### config.mk
export PLATFORM = sky130hd
export DESIGN_NAME = alu_control_seq_flat
export DESIGN_NICKNAME = d
export VERILOG_FILES = /design/src/rtl/alu_control_seq_if.sv /design/src/rtl/alu_control_seq.sv /design/src/flat_wrapper.sv
export SDC_FILE = /design/constraint.sdc
export NUM_CORES = 1
export LEC_CHECK = 0
export BUFFER_PORTS_ARGS = -buffer_cell sky130_fd_sc_hd__buf_2
export CORE_UTILIZATION = 34
export CTS_CLUSTER_DIAMETER = 50
export DETAILED_ROUTE_END_ITERATION = 16
export GPL_TIMING_DRIVEN = 0
export PLACE_DENSITY_LB_ADDON = 0.08
export SYNTH_ARGS = -nofsm -noshare
export SYNTH_HDL_FRONTEND = slang
export SYNTH_SLANG_ARGS = --single-unit
export TNS_END_PERCENT = 50
### constraint.sdc
create_clock -name clk -period 1.8 [get_ports clk]
set_input_delay 0.18 -clock clk [delete_from_list [all_inputs] [get_ports clk]]
set_output_delay 0.18 -clock clk [all_outputs]
set_load 0.01 [all_outputs]
### src/rtl/alu_control_seq_if.sv
// Handshake bundle between the ID control unit, the ALU-control decode stage and EX.
// master = ID/EX environment side, slave = decode stage.
interface alu_control_seq_if #(
    parameter int CTRL_W = 4
);
    logic              in_valid;
    logic              in_ready;
    logic [1:0]        aluOp;
    logic [6:0]        Funct7;
    logic [2:0]        Funct3;
    logic              out_valid;
    logic              out_ready;
    logic [CTRL_W-1:0] out_ctrl;
    logic              out_illegal;
    logic              out_busy;

    modport master (
        output in_valid, aluOp, Funct7, Funct3, out_ready,
        input  in_ready, out_valid, out_ctrl, out_illegal, out_busy
    );

    modport slave (
        input  in_valid, aluOp, Funct7, Funct3, out_ready,
        output in_ready, out_valid, out_ctrl, out_illegal, out_busy
    );
endinterface

### src/rtl/alu_control_seq.sv
// Registered, handshaked RV32I ALU-control decode stage with an optional RV32M busy window.
// Optional feature macro: ALU_MEXT_EN (defined: MUL/MULH/DIV/REM decode and hold BUSY).
//
// state | meaning
// IDLE  | no result held, ready for a request
// HOLD  | result valid on out_ctrl, waiting for EX to consume
// BUSY  | multi-cycle op in flight, cnt counts down to terminal zero
module alu_control_seq #(
    parameter int CTRL_W  = 4,
    parameter int MUL_LAT = 3,
    parameter int DIV_LAT = 8,
    parameter int CNT_W   = 4
) (
    input logic             clk,
    input logic             rst,
    alu_control_seq_if.slave bus
);
    localparam logic [3:0] C_AND  = 4'b0000;
    localparam logic [3:0] C_OR   = 4'b0001;
    localparam logic [3:0] C_ADD  = 4'b0010;
    localparam logic [3:0] C_XOR  = 4'b0011;
    localparam logic [3:0] C_SLL  = 4'b0100;
    localparam logic [3:0] C_SRL  = 4'b0101;
    localparam logic [3:0] C_SUB  = 4'b0110;
    localparam logic [3:0] C_SLT  = 4'b0111;
    localparam logic [3:0] C_SLTU = 4'b1000;
    localparam logic [3:0] C_SRA  = 4'b1001;
    localparam logic [3:0] C_MUL  = 4'b1010;
    localparam logic [3:0] C_MULH = 4'b1011;
    localparam logic [3:0] C_DIV  = 4'b1100;
    localparam logic [3:0] C_REM  = 4'b1101;
    localparam logic [3:0] C_ILL  = 4'b1111;

    localparam logic [6:0] F7_BASE = 7'b0000000;
    localparam logic [6:0] F7_ALT  = 7'b0100000;
    localparam logic [6:0] F7_MEXT = 7'b0000001;

    typedef enum logic [1:0] {IDLE, HOLD, BUSY} state_t;
    typedef enum logic [1:0] {K_SINGLE, K_MUL, K_DIV} kind_t;

    state_t            state, state_nx;
    logic [CNT_W-1:0]  cnt, cnt_nx;
    logic [CTRL_W-1:0] ctrl_q, ctrl_nx;
    logic              ill_q, ill_nx;
    logic [3:0]        dec_code;
    kind_t             dec_kind;
    logic              accept;

    always_comb begin
        dec_code = C_ILL;
        dec_kind = K_SINGLE;
        unique case (bus.aluOp)
            2'b00: dec_code = C_ADD;
            2'b01: dec_code = C_SUB;
            2'b10: begin
                if (bus.Funct7 == F7_BASE) begin
                    case (bus.Funct3)
                        3'b000: dec_code = C_ADD;
                        3'b001: dec_code = C_SLL;
                        3'b010: dec_code = C_SLT;
                        3'b011: dec_code = C_SLTU;
                        3'b100: dec_code = C_XOR;
                        3'b101: dec_code = C_SRL;
                        3'b110: dec_code = C_OR;
                        3'b111: dec_code = C_AND;
                    endcase
                end else if (bus.Funct7 == F7_ALT) begin
                    if (bus.Funct3 == 3'b000)      dec_code = C_SUB;
                    else if (bus.Funct3 == 3'b101) dec_code = C_SRA;
                end else if (bus.Funct7 == F7_MEXT) begin
`ifdef ALU_MEXT_EN
                    case (bus.Funct3)
                        3'b000: begin dec_code = C_MUL;  dec_kind = K_MUL; end
                        3'b001: begin dec_code = C_MULH; dec_kind = K_MUL; end
                        3'b100: begin dec_code = C_DIV;  dec_kind = K_DIV; end
                        3'b110: begin dec_code = C_REM;  dec_kind = K_DIV; end
                        default: dec_code = C_ILL;
                    endcase
`else
                    dec_code = C_ILL;
`endif
                end
            end
            2'b11: begin
                case (bus.Funct3)
                    3'b000: dec_code = C_ADD;
                    3'b001: dec_code = (bus.Funct7 == F7_BASE) ? C_SLL : C_ILL;
                    3'b010: dec_code = C_SLT;
                    3'b011: dec_code = C_SLTU;
                    3'b100: dec_code = C_XOR;
                    3'b101: dec_code = (bus.Funct7 == F7_BASE) ? C_SRL :
                                       (bus.Funct7 == F7_ALT)  ? C_SRA : C_ILL;
                    3'b110: dec_code = C_OR;
                    3'b111: dec_code = C_AND;
                endcase
            end
        endcase
    end

    assign bus.in_ready = (state == IDLE) || (state == HOLD && bus.out_ready);
    assign accept       = bus.in_valid && bus.in_ready;

    always_comb begin
        state_nx = state;
        cnt_nx   = cnt;
        ctrl_nx  = ctrl_q;
        ill_nx   = ill_q;
        if (accept) begin
            // out_ctrl is loaded at accept so it stays stable for the whole busy window
            ctrl_nx = CTRL_W'(dec_code);
            ill_nx  = (dec_code == C_ILL);
            unique case (dec_kind)
                K_MUL: begin
                    state_nx = BUSY;
                    cnt_nx   = CNT_W'(MUL_LAT - 1);
                end
                K_DIV: begin
                    state_nx = BUSY;
                    cnt_nx   = CNT_W'(DIV_LAT - 1);
                end
                default: state_nx = HOLD;
            endcase
        end else begin
            unique case (state)
                HOLD: if (bus.out_ready) state_nx = IDLE;
                BUSY: begin
                    if (cnt == '0) state_nx = HOLD;
                    else           cnt_nx   = cnt - CNT_W'(1);
                end
                default: state_nx = state;
            endcase
        end
    end

    always_ff @(posedge clk) begin
        if (rst) begin
            state  <= IDLE;
            cnt    <= '0;
            ctrl_q <= CTRL_W'(C_ADD);
            ill_q  <= 1'b0;
        end else begin
            state  <= state_nx;
            cnt    <= cnt_nx;
            ctrl_q <= ctrl_nx;
            ill_q  <= ill_nx;
        end
    end

    assign bus.out_valid   = (state == HOLD);
    assign bus.out_ctrl    = ctrl_q;
    assign bus.out_illegal = ill_q;
`ifdef ALU_MEXT_EN
    assign bus.out_busy    = (state == BUSY);
`else
    assign bus.out_busy    = 1'b0;
`endif
endmodule

### src/flat_wrapper.sv
// flat-port wrapper written by rule: the top's interface ports become plain ports
module alu_control_seq_flat 
#(
    parameter int CTRL_W  = 4,
    parameter int MUL_LAT = 3,
    parameter int DIV_LAT = 8,
    parameter int CNT_W   = 4
)
  (clk, rst, bus_in_valid, bus_aluOp, bus_Funct7, bus_Funct3, bus_out_ready, bus_in_ready, bus_out_valid, bus_out_ctrl, bus_out_illegal, bus_out_busy);
  alu_control_seq_if #(.CTRL_W(CTRL_W)) bus_i ();
  input logic clk;
  input logic rst;
  input wire logic [$bits(bus_i.in_valid)-1:0] bus_in_valid;
  input wire logic [$bits(bus_i.aluOp)-1:0] bus_aluOp;
  input wire logic [$bits(bus_i.Funct7)-1:0] bus_Funct7;
  input wire logic [$bits(bus_i.Funct3)-1:0] bus_Funct3;
  input wire logic [$bits(bus_i.out_ready)-1:0] bus_out_ready;
  output wire logic [$bits(bus_i.in_ready)-1:0] bus_in_ready;
  output wire logic [$bits(bus_i.out_valid)-1:0] bus_out_valid;
  output wire logic [$bits(bus_i.out_ctrl)-1:0] bus_out_ctrl;
  output wire logic [$bits(bus_i.out_illegal)-1:0] bus_out_illegal;
  output wire logic [$bits(bus_i.out_busy)-1:0] bus_out_busy;
  assign bus_i.in_valid = bus_in_valid;
  assign bus_i.aluOp = bus_aluOp;
  assign bus_i.Funct7 = bus_Funct7;
  assign bus_i.Funct3 = bus_Funct3;
  assign bus_i.out_ready = bus_out_ready;
  assign bus_in_ready = bus_i.in_ready;
  assign bus_out_valid = bus_i.out_valid;
  assign bus_out_ctrl = bus_i.out_ctrl;
  assign bus_out_illegal = bus_i.out_illegal;
  assign bus_out_busy = bus_i.out_busy;
  alu_control_seq #(.CTRL_W(CTRL_W), .MUL_LAT(MUL_LAT), .DIV_LAT(DIV_LAT), .CNT_W(CNT_W)) u_core (.clk(clk), .rst(rst), .bus(bus_i));
endmodule
# Word level (Yosys, flattened, before mapping)
# Memories as Yosys holds them, arrays and structs flattened.
# Cells that the tools add are included.
# op_classes
add_sub_neg,1
n_eq_ne,18
muxes,13
n_bitwise,2
n_reduce_logical,14
# op_table
op,count
4-bit one-hot mux with 8 select lines,1
4-bit two-way mux,5
4-bit one-hot mux with 4 select lines,1
3-bit equality test (second input constant),4
3-bit AND reduction,3
7-bit by 6-bit equality test with 1-bit output (second input constant),1
7-bit logical NOT,1
2-bit equality test (second input constant),3
3-bit by 2-bit equality test with 1-bit output (second input constant),2
3-bit two-way mux,2
2-bit by 1-bit equality test with 1-bit output (second input constant),2
4-bit equality test (second input constant),1
2-bit logical NOT,2
4-bit logical NOT,1
2-bit two-way mux,2
2-bit one-hot mux with 2 select lines,1
4-bit by 1-bit subtractor with 4-bit output (second input constant),1
3-bit by 1-bit equality test with 1-bit output (second input constant),1
3-bit logical NOT,1
3-bit by 1-bit inequality test with 1-bit output (second input constant),1
3-bit by 2-bit inequality test with 1-bit output (second input constant),1
3-bit nonzero test,1
1-bit logical AND,2
2-bit by 1-bit inequality test with 1-bit output (second input constant),1
other kinds (6),7
# word_totals
regBits,11
rom_bits,32
in_bits,16
out_inout_bits,8
wordCells,54
memories,1
# memory_table
memory,words,width,read_ports,rd_ports_with_merged_regs,wr,line_no,rtl
(no name shown),8,4,1,0,0,alu_control_seq.sv:57,case (bus.Funct3)

# Longest topological paths before layout
# Gate-level depths: netlist of run 1.
# logic_depth
word_depth,7
ltp_mapped,7
ltp_nobuf,7

# Least setup slack after synthesis of run 1
# No wires, ideal clock.
# synth_path
kind,input -> register
startpoint,input port bus_Funct7[4]
endpoint,register u_core.ill_q (netlist: u_core.bus.out_illegal)
setup_time_ns,0.123
arrival_time_ns,1.288
required_ns,1.677
path_slack_ns,0.389
stages,5
cell_sequence,or4_4 > o41ai_2 > nand4_1 > o2111ai_1 > o31ai_1
# synth_via
elab_chain_len,6
word_cells_on_any_way,10
classes_between,eq/ne: 2; mux: 7; reduce/logical: 1
# synth_rtl
element,line_no,rtl
"start, declared",flat_wrapper.sv:15,input wire logic [$bits(bus_i.Funct7)-1:0] bus_Funct7;
7-bit by 6-bit equality test with 1-bit output,"alu_control_seq.sv:67, alu_control_seq.sv:92",
3-bit two-way mux,alu_control_seq.sv:92,(bus.Funct7 == F7_ALT) ? C_SRA : C_ILL;
4-bit two-way mux,alu_control_seq.sv:91,3'b101: dec_code = (bus.Funct7 == F7_BASE) ? C_SRL :
4-bit one-hot mux with 8 select lines,alu_control_seq.sv:85,case (bus.Funct3)
4-bit one-hot mux with 4 select lines *,alu_control_seq.sv:52,unique case (bus.aluOp)
4-bit equality test *,alu_control_seq.sv:111,ill_nx = (dec_code == C_ILL);
"end signal, assigned",alu_control_seq.sv:145,ill_q <= ill_nx;
"end, declared",alu_control_seq.sv:44,"logic ill_q, ill_nx;"
# Mark *: on every way between the ends. The rest lies on a longest branch, timed or not.
# A chain may end at the register's enable or synchronous reset.

# Final worst setup path of run 1
# layout_path
startpoint,input port bus_Funct7[4]
endpoint,register u_core.ctrl_q[0] (netlist: u_core.bus.out_ctrl[0])
# layout_via
elab_chain_len,4
word_cells_on_any_way,8
classes_between,eq/ne: 1; mux: 6; reduce/logical: 1
# layout_rtl
element,line_no,rtl
7-bit logical NOT / 7-bit by 6-bit equality test with 1-bit output (equally long branches),n/a,
"4-bit two-way mux, on equally long branches","alu_control_seq.sv:91, alu_control_seq.sv:87, alu_control_seq.sv:67",
4-bit one-hot mux with 8 select lines / 4-bit two-way mux (equally long branches),"alu_control_seq.sv:85, alu_control_seq.sv:56",
4-bit one-hot mux with 4 select lines *,alu_control_seq.sv:52,
"end signal, assigned",alu_control_seq.sv:139,ctrl_q <= CTRL_W'(C_ADD);
"end signal, assigned",alu_control_seq.sv:144,ctrl_q <= ctrl_nx;
"end, declared",alu_control_seq.sv:43,"logic [CTRL_W-1:0] ctrl_q, ctrl_nx;"
# Marks and branches as above.

==> results of run 1 <==
[worst reg2reg max path: stages (launching register included)]
cell and delay (ns):
dfxtp_1 0.30, nand2b_1 0.12, nand2_1 0.15, a211oi_1 0.30
o2111ai_1 0.14, o31ai_1 0.19
[metrics by stage]
step	area, µm²	hold slack [ns]	cells
detailed placement	674.4	0.4141	110
finish	696.9	0.1635	113
CTS	696.9	0.1545	113
floorplan	544.3	0.2491	72
global route	696.9	0.1655	113
global placement	674.4	0.4134	110
[area by class of cell]
cell class	count	area [µm²]
fill	163	809.5
multi-input combinational	58	389.1
sequential	6	120.1
timing repair buffer	22	110.1
clock buffer	3	22.52
inverter	6	22.52
tap	16	20.02
buffer	2	12.51
[power groups by stage]
stage	registers (mW)	logic (mW)	clock network, mW
2_1_floorplan	0.153	0.0657	0
3_3_place_gp	0.148	0.118	0
3_5_place_dp	0.148	0.118	0
4_1_cts	0.145	0.119	0.131
5_1_grt	0.146	0.133	0.146
6_report	0.145	0.118	0.128
[cells in the final DEF (no fill, tap or decap)]
cell type / instances
nand3_1: 2
and3_1: 1
inv_1: 5
o2111ai_1: 1
inv_2: 1
o2bb2ai_1: 1
o21ai_1: 2
a211o_1: 1
a31oi_1: 1
ha_1: 4
nor3_2: 1
conb_1: 1
and2_1: 1
nor2_1: 3
buf_2: 23
o221ai_1: 1
a21oi_1: 7
nand4_1: 1
o21ai_0: 4
mux2i_1: 1
a211oi_1: 3
and3b_1: 1
nand3b_1: 1
buf_4: 1
o31ai_1: 3
and2b_1: 1
nand2b_1: 4
dfxtp_1: 6
a32oi_1: 1
o41ai_2: 1
clkbuf_4: 3
nor2b_1: 2
nand2_1: 7
or4_4: 1
[registers in the layout (all words and copies together), names as in the netlist]
name,cells
u_core.bus.out_ctrl,4
u_core.state,1
u_core.bus.out_illegal,1
[cells by family after synthesis]
kind of cell,count (synthesis),share of synthesized area (%)
adders and majority gates,4,9.196
DFF,6,22.07
AOI/OAI and AO/OA,26,32.42
muxes,1,1.839
and+or+nand+nor,26,27.36
other,1,0.6890
buffers and inverters,8,6.436
[routing by layer]
metal  global-route usage, %  part of all wire (%)  wire length [µm]
met3                   6.466                   7.4                89
met5                       0                     0                 0
met4                   1.875                     0                 0
met1                   20.11                    48               581
met2                   22.19                    44               534
[worst max path at each step]
stage / start / endpoint / slack, ns
2_1_floorplan: bus_Funct7[4] / u_core.bus.out_illegal$_SDFFE_PP0P_ / 0.39
3_3_place_gp: bus_Funct7[4] / u_core.bus.out_ctrl[0]$_SDFFE_PP0P_ / 0.12
3_5_place_dp: bus_Funct7[4] / u_core.bus.out_ctrl[0]$_SDFFE_PP0P_ / 0.12
4_1_cts: bus_Funct7[4] / u_core.bus.out_ctrl[0]$_SDFFE_PP0P_ / 0.38
5_1_grt: bus_Funct3[1] / u_core.bus.out_illegal$_SDFFE_PP0P_ / 0.23
6_report: bus_Funct7[4] / u_core.bus.out_ctrl[0]$_SDFFE_PP0P_ / 0.38
==> metrics, run 1 <==
Hold Crit Endpoint u_core.state[0]$_SDFFE_PP0P_; area share of the largest cell type after synthesis between 20% and 30%; Cell Chain, Critical Path buf_2, or4_4, nor3_2, nand2_1, a32oi_1, a211oi_1; setup bufs post-CTS 0; initial antenna violation count 0; required time worst endpoint about 1.9 ns; Leak roughly 0.34 nW; PostCTS Resize Cnt 0; antenna-violating nets left 0; CTS Hold Bufs 0; CP max FO 4; clock-pin slew on the worst setup and hold paths roughly 0.050 ns; Post-Syn Instances 72; post-route setup slack between 0.3 and 0.4 ns; overall routing resource usage approximately 15%; Crit-path slowest cell or4_4; Setup Skew between 0.00015 and 0.0002 ns; nets roughly 120; Worst EP arrival 1.54 ns; total number of vias about 600; critical path type in2reg; Synth Cell Area about 540 µm²; top_reg_cell synth dfxtp_1; First-pass DRT Iterations 4; Final Critical Period between 1 and 1.5 ns; Longest Clk Path Bufs 2; port bufs 22; number of synthesized flops with an enable pin 0; setup violators final 0; Max Clk Rate between 700 and 800 MHz; r2r endpoint u_core.bus.out_illegal$_SDFFE_PP0P_; cell-internal power 0.2693 mW; row cnt 14; Seq cells post-synth 6; critical path's largest stage delay approximately 0.54 ns; global-route wire length before repair 2.028 mm; DRC viols 0; largest cells by area after synthesis dfxtp_1 (22%), ha_1 (9.2%), a21oi_1 (6.4%), nand2_1 (4.8%), nand2b_1 (4.6%); DRT iter0 DRCs 20; Hold Crit Class in2reg; hold path cells 2; Yosys warning count 0; layout cell share with drive strength beyond 1 31.96%; R2R cell count 5; Inserted Diodes 0; Clk network pwr share about a third; H-tree levels 1; CP Capture Type flip-flop; # Max-Cap Violations 0; area leader, netlist dfxtp_1; Async SR Flop Fraction 0%; critical path depth 6; vias per cell 5.345; wire length per cell about 11 µm; Layout Utilization between 40% and 50%; switching part of the total 31.20%; Reg-to-Reg Start u_core.state[0]$_SDFFE_PP0P_; dpl ws 0.1239 ns; post-synth cell types 33; power share of the combinational group between 30% and 40%; Post-synth top cells a21oi_1 (7), nand2_1 (7), dfxtp_1 (6), inv_1 (5); num ports 24; drt total wl about 1.2 mm; final period utilization between 70% and 80%; growth of design area from synthesis to finish 28.05%; Slew Viols, Final 0; Die Span Y 42.01 µm; Num CTS Buffers 3; Sink Count 6; sequential share of the synthesized area ~22%; Syn Area/Cell 7.559 µm²; Setup TNS 0 ns; status complete, no violations; Final Wtd Congestion 0.8074; Pwr Density ~560 nW/µm²; worst vdd ir around 0.00037 V; Die X-Extent 42.01 µm; worst skew pair latency about 0.25 ns; GR Overflow Total 0; cell family with most CP delay simple AND/OR/NAND/NOR gates; worst path bufs/invs 1; Post-DP HPWL 963.5 µm; TritonCTS clock tree done; worst min-delay path startpoint rst; die area between 1500 and 2000 µm²; Final Total Pwr a little under 0.4 mW; Core Footprint about 1500 µm²; RSZ-0062 raised after global routing false; largest net degree at the start of global routing 11; NetSw ~0.12 mW; CP Launch Type input pin; clock root buffer clkbuf_4; vias in the first global route ~520; Mapped Nets about 90; reg2reg setup slack roughly 0.5 ns; share of total power in sequential cells between 30% and 40%; final hold vios 0; Initial Utilization between 30% and 40%
Power figures use the tool's default switching activity.
==> inputs of run 2 (changes only) <==
ABC_AREA = 1   (was unset)
clock period = 1.5 ns   (was 1.8 ns; I/O delays follow)
==> metrics, run 2 <==
status complete, no violations; Layout Cells excl Fill approximately 140; post-synthesis simple-gate area fraction around 45%; overall routing resource usage 14.32%; Compound-Gate Fraction of Synth Area between 10% and 20%; top_reg_cell synth dfxtp_1; mux contribution to synthesized area 0%; sequential share of the synthesized area about 20%; Seq cells post-synth 6; Final Critical Period approximately 1.3 ns; Post-synth top cells nand2_1 (27), inv_1 (14), nor2_1 (13), nand3_1 (12), dfxtp_1 (6); register area around 120 µm²; Synth Area in XOR/XNOR 0%; DRC viols 0; Yosys warning count 0; required time worst endpoint approximately 1.6 ns; critical path type in2reg; Core Footprint ~1600 µm²; Async SR Flop Fraction 0%; power share of the combinational group between 30% and 40%; vias in the first global route roughly 550; worst vdd ir 0.0005427 V; Hold Crit Class in2reg; switching part of the total between 30 and 40%; Adder-Cell Fraction of Synth Area 8.351%; Global Route met1 Usage 19.10%; Filler Cell Count 181; share of total power in sequential cells a little under two fifths; num ports 24; CTS Hold Bufs 0; Synth Cell Area around 600 µm²; area of the multi-input gates 390.4 µm²; Syn Area/Cell 5.819 µm²; PostCTS Resize Cnt 0; largest net degree at the start of global routing 11; TritonCTS clock tree done; setup violators final 0; critical path's largest stage delay ~0.21 ns; Post-Syn Instances a little over 100; final hold vios 0; Layout Utilization a little under half; Setup TNS 0 ns; Cell Chain, Critical Path buf_2, inv_1, ha_1, inv_1, nand2_1, o21ai_0, nand3_1, nand3_1, nand3_1, nand2_1, inv_1, nand2_1, a21oi_2; drt total wl around 1.2 mm; main combinational cell family by area after synthesis simple AND/OR/NAND/NOR gates; nets between 100 and 150; cell family with most CP delay simple AND/OR/NAND/NOR gates; Sink Count 6; vias per cell about 4.6; CP max FO 5; number of synthesized flops with an enable pin 0; Post-DP HPWL a little over 1 mm; initial antenna violation count 0; CP Launch Type input pin; post-synth cell types 21; Final Wtd Congestion between 0.8 and 0.9; most common cell after layout, fill and taps aside nand2_1; Inserted Diodes 0; Die Span Y ~44 µm; Clk network pwr share 31.8%; Die X-Extent around 44 µm; Mapped Nets 123; M3 GR Usage between 6 and 7%; RSZ-0062 raised after global routing false; Top Usage Layer GRT met2; most instantiated library cell after synthesis nand2_1; setup bufs post-CTS 0; CP Capture Type flip-flop; die area ~1900 µm²; dpl cells 140; worst skew pair latency 0.24 ns; met2 Use GR between 20% and 30%; row cnt 14; most frequent cells in the layout nand2_1 (27), buf_2 (21), inv_1 (14), nor2_1 (13), nand3_1 (12); port bufs 21; DRT iter0 DRCs 18; worst path bufs/invs 4; Setup Skew ~0.0029 ns; NetSw 0.1433 mW; Slew Viols, Final 0; Num CTS Buffers 3; cell-internal power 0.3189 mW; clock-pin slew on the worst setup and hold paths 0.04 ns; GR Overflow Total 0; Initial Utilization about two fifths; Leak approximately 0.44 nW; Pwr Density between 600 and 700 nW/µm²; total number of vias roughly 660; growth of design area from synthesis to finish 24.63%; wire length per cell ~8.6 µm; area share of the largest cell type after synthesis 20.04%; Worst EP arrival 1.41 ns; largest cells by area after synthesis dfxtp_1 (20%), nand2_1 (17%), nand3_1 (10%), inv_1 (8.8%), ha_1 (8.4%); Longest Clk Path Bufs 2; global-route wire length before repair around 2.1 mm; Max Clk Rate a little under 800 MHz; area leader, netlist dfxtp_1; clock root buffer clkbuf_4; max reg flops 4; # Max-Cap Violations 0; H-tree levels 1; final period utilization between 80% and 90%; antenna-violating nets left 0; layout cell share with drive strength beyond 1 approximately 30%; Crit-path slowest cell ha_1; First-pass DRT Iterations 6
-- run 2: cell types whose count changed in the layout (fill, tap and decap cells not counted), moves of 4 or more --
cell and change:
nor2_1 +10, inv_1 +9, nand3_1 +10, nand2_2 +4
nand2_1 +20, nand2b_1 -4
-- run 2: area by class of cell --
| cell class | instances | share of cell area, % |
|---|---|---|
| plain buffers | 2 | 2.513 |
| clock buffers | 3 | 3.015 |
| inverters | 18 | 9.380 |
| multi-input cells | 77 | 52.26 |
| flip-flops and latches | 6 | 16.08 |
| well taps | 16 | 2.680 |
| repair buffers | 21 | 14.07 |
-- run 2: through the flow --
stage | worst slack, ns | power, mW | instance area [µm²] | hold slack, ns
finish | 0.2312 | 0.4623 | 747.0 | 0.1193
global route | 0.02903 | 0.5067 | 747.0 | 0.1234
CTS | 0.2295 | 0.4729 | 747.0 | 0.1105
detailed placement | -0.03148 | 0.3188 | 724.4 | 0.3726
global placement | -0.02461 | 0.3182 | 724.4 | 0.3736
floorplan | 0.3147 | 0.2701 | 599.3 | 0.2124
-- run 2: power by group through the flow --
stage               registers (mW)  logic, mW  clock network [mW]
finish                       0.175      0.140               0.147
global route                 0.176      0.163               0.168
CTS                          0.175      0.142               0.156
detailed placement           0.178      0.141                   0
global placement             0.178      0.140                   0
floorplan                    0.184     0.0863                   0
-- run 2: path summary, 6_finish.rpt --
kind                                             from                                  end  slack, ns  depth (start not counted)
setup / recovery                        bus_Funct3[1]  u_core.bus.out_illegal$_SDFFE_PP0P_       0.23                         13
hold reg to reg   u_core.bus.out_ctrl[1]$_SDFFE_PP1P_  u_core.bus.out_ctrl[1]$_SDFFE_PP1P_       0.46                          2
hold / removal                                    rst  u_core.bus.out_illegal$_SDFFE_PP0P_       0.12                          2
setup reg to reg         u_core.state[0]$_SDFFE_PP0P_  u_core.bus.out_illegal$_SDFFE_PP0P_       0.38                          7
-- run 2: kinds of logic after synthesis --
logic type / count (synthesis)
and+or+nand+nor: 60
buffers and inverters: 20
AOI/OAI and AO/OA: 12
DFF: 6
adders and majority gates: 4
other: 1
-- run 2: layer usage --
layer,routed length (µm),vias up
met1,643,268
met4,0,0
li1,-,366
met3,88,0
met2,501,22
met5,0,-
